File: config.mk
export PLATFORM = sky130hd
export DESIGN_NAME = pwm_capture
export DESIGN_NICKNAME = d
export VERILOG_FILES = /design/src/rtl/pwm_capture.sv
export SDC_FILE = /design/constraint.sdc
export NUM_CORES = 1
export LEC_CHECK = 0
export ABC_AREA = 1
export CORE_ASPECT_RATIO = 0.6
export CORE_UTILIZATION = 30
export DETAILED_ROUTE_END_ITERATION = 16
export DONT_BUFFER_PORTS = 1
export GPL_TIMING_DRIVEN = 1
export MAX_ROUTING_LAYER = met4
export PLACE_DENSITY = 0.5
export SKIP_CTS_REPAIR_TIMING = 1
export SYNTH_ARGS = -nofsm -noshare
export SYNTH_HDL_FRONTEND = slang
export SYNTH_SLANG_ARGS = --single-unit
File: constraint.sdc
create_clock -name clk50m -period 2.77 [get_ports clk50m]
set_clock_uncertainty 0.2 [all_clocks]
set_input_delay 0.277 -clock clk50m [delete_from_list [all_inputs] [get_ports clk50m]]
set_output_delay 0.277 -clock clk50m [all_outputs]
set_load 0.02 [all_outputs]
File: src/rtl/pwm_capture.sv
// pwm_capture: measures period and high time of an asynchronous PWM line
// in clk50m cycles. Results update once per PWM period with a one-cycle
// valid strobe; ovf flags a period longer than the counter can hold or a
// constant input level (lvl then tells 0 % from 100 %).
module pwm_capture #(
   parameter int W = 8
) (
   input  logic         clk50m,
   input  logic         rst,
   input  logic         en,
   input  logic         pwm_in,
   output logic [W-1:0] per,
   output logic [W-1:0] hi,
   output logic         valid,
   output logic         ovf,
   output logic         lvl
);

   localparam logic [W-1:0] CNT_MAX = {W{1'b1}};
   localparam logic [W-1:0] CNT_ONE = W'(1);

   typedef enum logic {ARM, MEAS} state_t;

   state_t       state;
   logic         s1;
   logic         s2;
   logic         s3;
   logic         rise;
   logic [W-1:0] per_cnt;
   logic [W-1:0] hi_cnt;

   // Two-flop synchronizer on the asynchronous input, plus a history flop
   // so a rising edge can be detected on the synchronized level.
   always_ff @(posedge clk50m or posedge rst) begin
      if (rst) begin
         s1 <= 1'b0;
         s2 <= 1'b0;
         s3 <= 1'b0;
      end else begin
         s1 <= pwm_in;
         s2 <= s1;
         s3 <= s2;
      end
   end

   assign rise = s2 & ~s3;
   assign lvl  = s2;

   // Measurement FSM: arm on the first edge, then count period and high
   // time between consecutive rising edges; give up and re-arm when the
   // period counter reaches its maximum without seeing an edge.
   always_ff @(posedge clk50m or posedge rst) begin
      if (rst) begin
         state   <= ARM;
         per_cnt <= '0;
         hi_cnt  <= '0;
         per     <= '0;
         hi      <= '0;
         valid   <= 1'b0;
         ovf     <= 1'b0;
      end else begin
         valid <= 1'b0;
         if (!en) begin
            // Disabled: results hold, the next enable needs a fresh arm edge.
            state <= ARM;
            ovf   <= 1'b0;
         end else begin
            case (state)
               ARM: begin
                  // The cycle carrying the edge is counted as the first
                  // cycle of the period and of the high phase.
                  if (rise) begin
                     state   <= MEAS;
                     per_cnt <= CNT_ONE;
                     hi_cnt  <= CNT_ONE;
                  end
               end
               MEAS: begin
                  if (rise) begin
                     per     <= per_cnt;
                     hi      <= hi_cnt;
                     valid   <= 1'b1;
                     ovf     <= 1'b0;
                     per_cnt <= CNT_ONE;
                     hi_cnt  <= CNT_ONE;
                  end else if (per_cnt == CNT_MAX) begin
                     // No edge in range: flag it and wait for a new arm
                     // edge; the last good result stays on per/hi.
                     ovf   <= 1'b1;
                     state <= ARM;
                  end else begin
                     // hi_cnt never exceeds per_cnt, so it cannot wrap.
                     per_cnt <= per_cnt + CNT_ONE;
                     if (s2) begin
                        hi_cnt <= hi_cnt + CNT_ONE;
                     end
                  end
               end
               default: state <= ARM;
            endcase
         end
      end
   end

endmodule

Word-level counts from Yosys, hierarchy flattened:

Cells that the tools add are included.

* $add $sub $neg: 2
* eq/ne operators: 6
* mux-type cells: 19
* bitwise operators: 3
* reductions and logical operators: 4

Operator list (count)
* 8-bit two-way mux: 6
* 8-bit one-hot mux with 2 select lines: 2
* 8-bit by 1-bit adder with 8-bit output, second input constant: 2
* 1-bit two-way mux: 10
* 8-bit equality test, second input constant: 1
* 3-bit by 1-bit inequality test with 1-bit output, second input constant: 2
* 3-bit AND reduction: 2
* 4-bit AND reduction: 1
* 3-bit inequality test, second input constant: 1
* 2-bit by 1-bit inequality test with 1-bit output, second input constant: 1
* 2-bit inequality test, second input constant: 1
* 1-bit inverter: 2
* 1-bit one-hot mux with 2 select lines: 1
* 2-bit AND reduction: 1
* 1-bit AND: 1

* bits in registers: 38
* bits of input ports: 4
* output and inout bits: 19

Depth between registers and ports, before layout:

Gate-level depths: netlist (run 1).

* depth after elaboration: 5
* mapped depth: 8

Worst setup path before layout (run 1):

Ideal clock, no wire load.

* path type: register to register
* start point: reg per_cnt[0]
* end point: reg hi_cnt[0]
* library setup time: 119 ps
* arrival time: 1194 ps
* required time: 2451 ps
* slack: 1257 ps
* cell stages (with the launch flop): 9
* path buffers: 1
* path through: dfrtp_1 -> ha_1 -> nand2_2 -> nor2_4 -> nand3_4 -> nand3_4 -> buf_12 -> nand2_2 -> o21ai_2

* word-level cells in the longest chain between the ends: 3

RTL lines
* start: declaration: line 29 `logic [W-1:0] per_cnt;`
* start signal: assignment: line 93 `per_cnt <= per_cnt + CNT_ONE;`
* 8-bit equality test: line 86 `end else if (per_cnt == CNT_MAX) begin`
* 3-bit inequality test (no source line)
* 4-bit AND reduction (no source line)
* end signal: assignment: line 95 `hi_cnt <= hi_cnt + CNT_ONE;`
* end: declaration: line 30 `logic [W-1:0] hi_cnt;`

No other way between the ends.
A chain may end at the register's enable or synchronous reset.

Worst setup path after layout (run 1):

* start point: reg s2 (netlist: lvl)
* end point: reg hi[2]

* word-level cells in the longest chain between the ends: 2

RTL lines
* start: declaration: line 26 `logic s2;`
* start signal: assignment: line 37 `s2 <= 1'b0;`
* start signal: assignment: line 41 `s2 <= s1;`
* 1-bit AND: line 46 `assign rise = s2 & ~s3;`
* 3-bit AND reduction (no source line)
* end signal: assignment: line 81 `hi <= hi_cnt;`
* end: declaration: line 13 `output logic [W-1:0] hi,`

No other way between the ends.

==> results of run 1 <==
==> worst paths after layout <==
| kind | from | endpoint | slack (ns) | cells past startpoint |
|---|---|---|---|---|
| hold / removal | en | state | 0.03 | 2 |
| setup reg to reg | lvl | hi[2] | 0.83 | 6 |
| max in group asynchronous | rst | per_cnt[5] | 1.68 | 3 |
| min in group asynchronous | rst | hi[2] | 0.34 | 3 |
| setup / recovery | lvl | hi[2] | 0.83 | 6 |
| hold reg to reg | s1 | lvl | 0.15 | 0 |
==> power by group through the flow <==
stage | clock network (mW) | registers (mW) | logic, mW
final | 0.470 | 0.617 | 0.0803
after global routing | 0.513 | 0.621 | 0.0961
after global placement | 0 | 0.630 | 0.0781
after floorplan | 0 | 0.622 | 0.0689
after detailed placement | 0 | 0.628 | 0.0786
after CTS | 0.486 | 0.617 | 0.0792
==> logic make-up (layout without fill, tap and decap cells) <==
kind of cell,Yosys count,in the layout
AND/OR/NAND/NOR,117,117
flip-flops,38,38
AO/OA/AOI/OAI,34,34
buffers and inverters,25,32
adder cells (fa/ha/maj),2,2
==> layout make-up <==
cell class | instances | area [um^2] | area share
Clock buffer | 5 | 68.8 | 0.0337
Sequential cell | 38 | 951 | 0.466
Clock inverter | 3 | 40.0 | 0.0196
Timing Repair Buffer | 4 | 37.5 | 0.0184
Multi-Input combinational cell | 153 | 769 | 0.377
Inverter | 20 | 75.1 | 0.0368
Tap cell | 80 | 100 | 0.0490
==> state kept, by name, summed over array words and instances (netlist names) <==
signal / cells
s3: 1
state: 1
ovf: 1
valid: 1
s1: 1
per: 8
lvl: 1
per_cnt: 8
hi: 8
hi_cnt: 8
==> metal layers <==
metal | GRT usage | vias to the layer above
met5 | - | -
met4 | 0.0423 | 0
met3 | 0.0526 | 2
met2 | 0.157 | 29
met1 | 0.211 | 578
li1 | - | 695
==> placed cells by master (no fill, tap or decap), drive strengths merged <==
master        n
nand3        18
clkbuf        5
ha            2
dlygate4sd3   3
a21oi         3
o21ai        30
nand2        79
a21boi        1
bufinv        1
buf           1
clkinv        2
inv          20
nor2         19
or2           1
dfrtp        38
==> worst max-delay path: cells and delay by family, from the launching register on <==
kind                   cells  cell delay, ns
buffers and inverters      2            0.40
flip-flops                 1            0.56
AND/OR/NAND/NOR            4            0.71
==> through the flow <==
step	hold WS, ns	util
6_report	0.0256	0.355
4_1_cts	-0.200	0.350
3_5_place_dp	0.108	0.331
3_3_place_gp	0.108	0.331
2_1_floorplan	0.108	-
5_1_grt	0.0515	0.355
==> flow_summary.json, run 1 <==
{
  "cts_tree": "built",
  "power.leakage_nw": 0.924,
  "path_class": "register to register",
  "drv_cap": 0,
  "slowest_stage": "dfrtp_1",
  "final_area_mm2": 0.00204,
  "hold_class": "input port to register",
  "wl_per_cell_um": 12.3,
  "synth_xor_area_frac": 0,
  "grt_overflow_total": 0,
  "fp.dieH_um": 62.7,
  "synthAdderAreaFrac": 0.0136,
  "dpl-instance-area_mm2": 0.00190,
  "port_buffers": 0,
  "cp_max_fo": 28,
  "period_share": 0.700,
  "setup_ws_ns": 0.831,
  "powerDensity_mw_per_mm2": 572,
  "synthCells": 216,
  "p_sw_frac": 0.255,
  "met3_length_um": 200,
  "wl_met1_mm": 2.17,
  "synth-simple-area-share": 0.286,
  "fillCellCount": 578,
  "cpPeakStageDelay_ns": 0.56,
  "hold_violations": 0,
  "worstSkewPairLatency_ns": 0.29,
  "grt_setup_unrepaired": "no",
  "path_cells": "nand2_2, inv_1, nand3_2, inv_1, nand2_1, nand2_1",
  "die_area_mm2": 0.00648,
  "ys_seq_area_frac": 0.516,
  "synthTopCellsByArea": "dfrtp_1 (52%), nand2_1 (15%), o21ai_0 (4.9%), inv_1 (3.9%), nand3_1 (3.8%)",
  "dr.pass1.iters": 4,
  "drive_gt1_frac": 0.139,
  "grt_start_max_net_pins": 39,
  "synthMuxAreaShare": 0,
  "drcViolationCount": 0,
  "startpoint_type": "register",
  "dpl.hpwl_mm": 2.60,
  "cts_root_buffer": "clkbuf_8",
  "routed_wl_mm": 3.74,
  "tightest_slew_ns": 0.546,
  "synth_async_sr_flop_share": 1.00,
  "die_width_um": 103,
  "first_iter_violations": 63,
  "cp_data_arrival_time_ns": 1.97,
  "switchingPower_mw": 0.297,
  "syn-cell-area_mm2": 0.00184,
  "antenna_found_initial": 0,
  "maxSlewHeadroom": 0.635,
  "ios": 23,
  "clk_pin_slew_ns": 0.08,
  "cts.sinks": 38,
  "irDropWorstVdd_mv": 0.264,
  "ant_nets": 0,
  "status": "finished clean",
  "ys_seq_elements": 38,
  "fin_crit_ns": 1.94,
  "avgSynthCellArea_um2": 8.54,
  "dp_cells": 292,
  "synth_edf_count": 0,
  "grt_pass1_vias": 1173,
  "synth_top_flop_cell": "dfrtp_1",
  "fin_nets": 228,
  "comb_power_share": 0.069,
  "cts_buffer_depth": 2,
  "stdcell_count": 303,
  "p_clk_frac": 0.402,
  "htreeDepth": 2,
  "ys_types": 23,
  "synth_top_family_by_area": "simple AND/OR/NAND/NOR gates",
  "grt_pass1_wl_mm": 6.27,
  "highest_layer": "met4",
  "cts_made_buffers": 5,
  "syn_nets": 222,
  "core.rowCount": 21,
  "synth_common_cells": "nand2_1 (75), dfrtp_1 (38), inv_1 (19)",
  "crit_required_ns": 2.80,
  "viasPerCell": 4.30,
  "synth-compound-area-share": 0.118,
  "via_count": 1304,
  "tns_ns": 0,
  "synth_top_area_share": 0.516,
  "setup_violations": 0,
  "crit_path_end_kind": "register",
  "wl_met2_mm": 1.35,
  "timing.fmax_mhz": 516,
  "yosys.area.top_type": "dfrtp_1",
  "ys.warnings.count": 0,
  "start_util": 0.321,
  "power_mw": 1.17,
  "gp_congestion": 0.786,
  "drv_slew": 0,
  "track_usage": 0.137,
  "seqPwrFrac": 0.529,
  "yosysMostFrequentCell": "nand2_1",
  "pre_cts_ws_ns": 0.832,
  "insertedDiodeCount": 0,
  "area_growth_pct": 10.7,
  "p_int_mw": 0.870,
  "core_area_mm2": 0.00575
}
(Power assumes the default switching activity.)
==> run 2: changes to the inputs <==
- PLACE_DENSITY: 0.5 -> 0.51
- clock period: 2.77 -> 1.7 ns (I/O delays scaled with it)
==> run 2 against run 1 <==
The run now ends with hold timing left. Fmax rose by 18%. Die area did not move. Total power rose by 50%. Critical endpoint is now per_cnt[3]. Hold slack got worse by 0.20 ns. Final area rose by 3.6%. Wire length rose by 9.1%. Clock power rose by 24%. Via count rose by 5.2%. Worst setup slack got worse by 0.78 ns. Non-clock buffer count rose by 8.
==> flow_summary.json, run 2 (synthesis gave the netlist of run 1 again) <==
{
  "status": "finished with violations",
  "violations": "hold timing",
  "grt_start_max_net_pins": 39,
  "drive_gt1_frac": 0.177,
  "power.leakage_nw": 0.971,
  "port_buffers": 0,
  "irDropWorstVdd_mv": 0.393,
  "p_clk_frac": 0.334,
  "path_cells": "ha_2, nand2_4, nor2_4, nand3_4, nand3_2, o21ai_0",
  "track_usage": 0.138,
  "core_area_mm2": 0.00575,
  "hold_end": "ovf",
  "hold_class": "input port to register",
  "fin_crit_ns": 1.65,
  "cts_root_buffer": "clkbuf_8",
  "switchingPower_mw": 0.465,
  "grt_pass1_vias": 1280,
  "cts_tree": "built",
  "first_iter_violations": 47,
  "slowest_stage": "dfrtp_1",
  "p_sw_frac": 0.266,
  "p_int_mw": 1.28,
  "ff2ff_path_depth": 6,
  "grt_overflow_total": 0,
  "drv_slew": 0,
  "seqPwrFrac": 0.572,
  "fin_hold_ws_ns": -0.179,
  "die_area_mm2": 0.00648,
  "cts_buffer_depth": 2,
  "r2r_setup_slack_ns": 0.05,
  "gp_congestion": 0.792,
  "dr.pass1.iters": 4,
  "insertedDiodeCount": 0,
  "crit_required_ns": 1.67,
  "cts.sinks": 38,
  "hold_violations": 19,
  "ant_nets": 0,
  "core.rowCount": 21,
  "r2r-start": "per_cnt[0]",
  "cts_made_buffers": 5,
  "powerDensity_mw_per_mm2": 826,
  "r2r_end": "per_cnt[3]",
  "drv_cap": 0,
  "cp_data_arrival_time_ns": 1.61,
  "fp.dieH_um": 62.7,
  "period_share": 0.969,
  "comb_power_share": 0.094,
  "area_growth_pct": 14.7,
  "power_mw": 1.75,
  "tightest_slew_ns": 0.504,
  "stdcell_count": 312,
  "drcViolationCount": 0,
  "start_util": 0.321,
  "setup_violations": 0,
  "tns_ns": 0,
  "cpPeakStageDelay_ns": 0.40,
  "antenna_found_initial": 0,
  "cp_max_fo": 8,
  "final_core_util": 0.368,
  "maxSlewHeadroom": 0.664,
  "dpl.hpwl_mm": 2.72,
  "die_width_um": 103,
  "wl_per_cell_um": 13.1,
  "ios": 23,
  "grt_pass1_wl_mm": 6.49,
  "worstSkewPairLatency_ns": 0.28,
  "fin_nets": 238,
  "routed_wl_mm": 4.08,
  "clk_pin_slew_ns": 0.07,
  "crit_path_end_kind": "register",
  "grt_setup_unrepaired": "yes",
  "via_count": 1372,
  "hp-start": "en",
  "startpoint_type": "register",
  "min_path_cells": 2,
  "timing.fmax_mhz": 607,
  "htreeDepth": 2,
  "dp_cells": 299,
  "viasPerCell": 4.40,
  "path_class": "register to register",
  "final_cell_mix": "nand2_1 (75), dfrtp_1 (37), inv_1 (19), o21ai_0 (17), nor2_1 (17)",
  "final_common_cell": "nand2_1"
}
run 2: changes by cell type in the layout (fill, tap and decap cells not counted), sizes merged:
cell	previous run	this run
buf	1	10
bufinv	1	0
clkbuf	5	7
clkinv	2	0
dlygate4sd3	3	2
nand3	18	20
run 2: worst max-delay path, delay by kind of cell (launching register included):
| family | cells | cell delay [ns] |
|---|---|---|
| and+or+nand+nor | 4 | 0.60 |
| DFF | 1 | 0.40 |
| adders and majority gates | 1 | 0.23 |
| AOI/OAI and AO/OA | 1 | 0.10 |
run 2: power groups by stage:
stage	combinational, mW	sequential, mW	clock, mW
floorplan	0.112	1.01	0
global placement	0.149	1.02	0
detailed placement	0.151	1.02	0
CTS	0.153	0.998	0.612
global route	0.187	1.00	0.647
finish	0.164	0.999	0.584
run 2: metrics by stage:
step                      area (um^2)  setup slack, ns  hold WS [ns]
after CTS                        2040           0.0456        -0.303
after floorplan                  1840            0.187       0.00143
after detailed placement         1970           0.0616       0.00147
final                            2120           0.0534        -0.179
after global routing             2120          -0.0174        -0.164
after global placement           1970            0.100       0.00147
run 2: layout make-up:
class,instances,area [um^2]
tap,80,100
timing repair buffer,12,108
sequential,38,952
fill,600,3640
clock buffer,7,76.3
inverter,20,75.1
multi-input combinational,155,805
run 2: per-layer routing:
| metal | vias to the layer above | track usage | wire, um |
|---|---|---|---|
| met5 | - | - | 0 |
| met4 | 0 | 0.0370 | 28 |
| met3 | 4 | 0.0414 | 213 |
| met2 | 30 | 0.165 | 1530 |
| met1 | 617 | 0.217 | 2310 |
| li1 | 721 | - | - |
run 2: worst max-delay path by stage:
stage,start,endpoint,slack [ns],cells after the start
after floorplan,per_cnt[0],hi_cnt[0],0.19,8
after global placement,per_cnt[0],hi_cnt[5],0.10,7
after detailed placement,per_cnt[0],hi_cnt[6],0.06,7
after CTS,per_cnt[0],hi_cnt[5],0.05,7
after global routing,per_cnt[0],per_cnt[3],-0.02,6
final,per_cnt[0],per_cnt[3],0.05,6
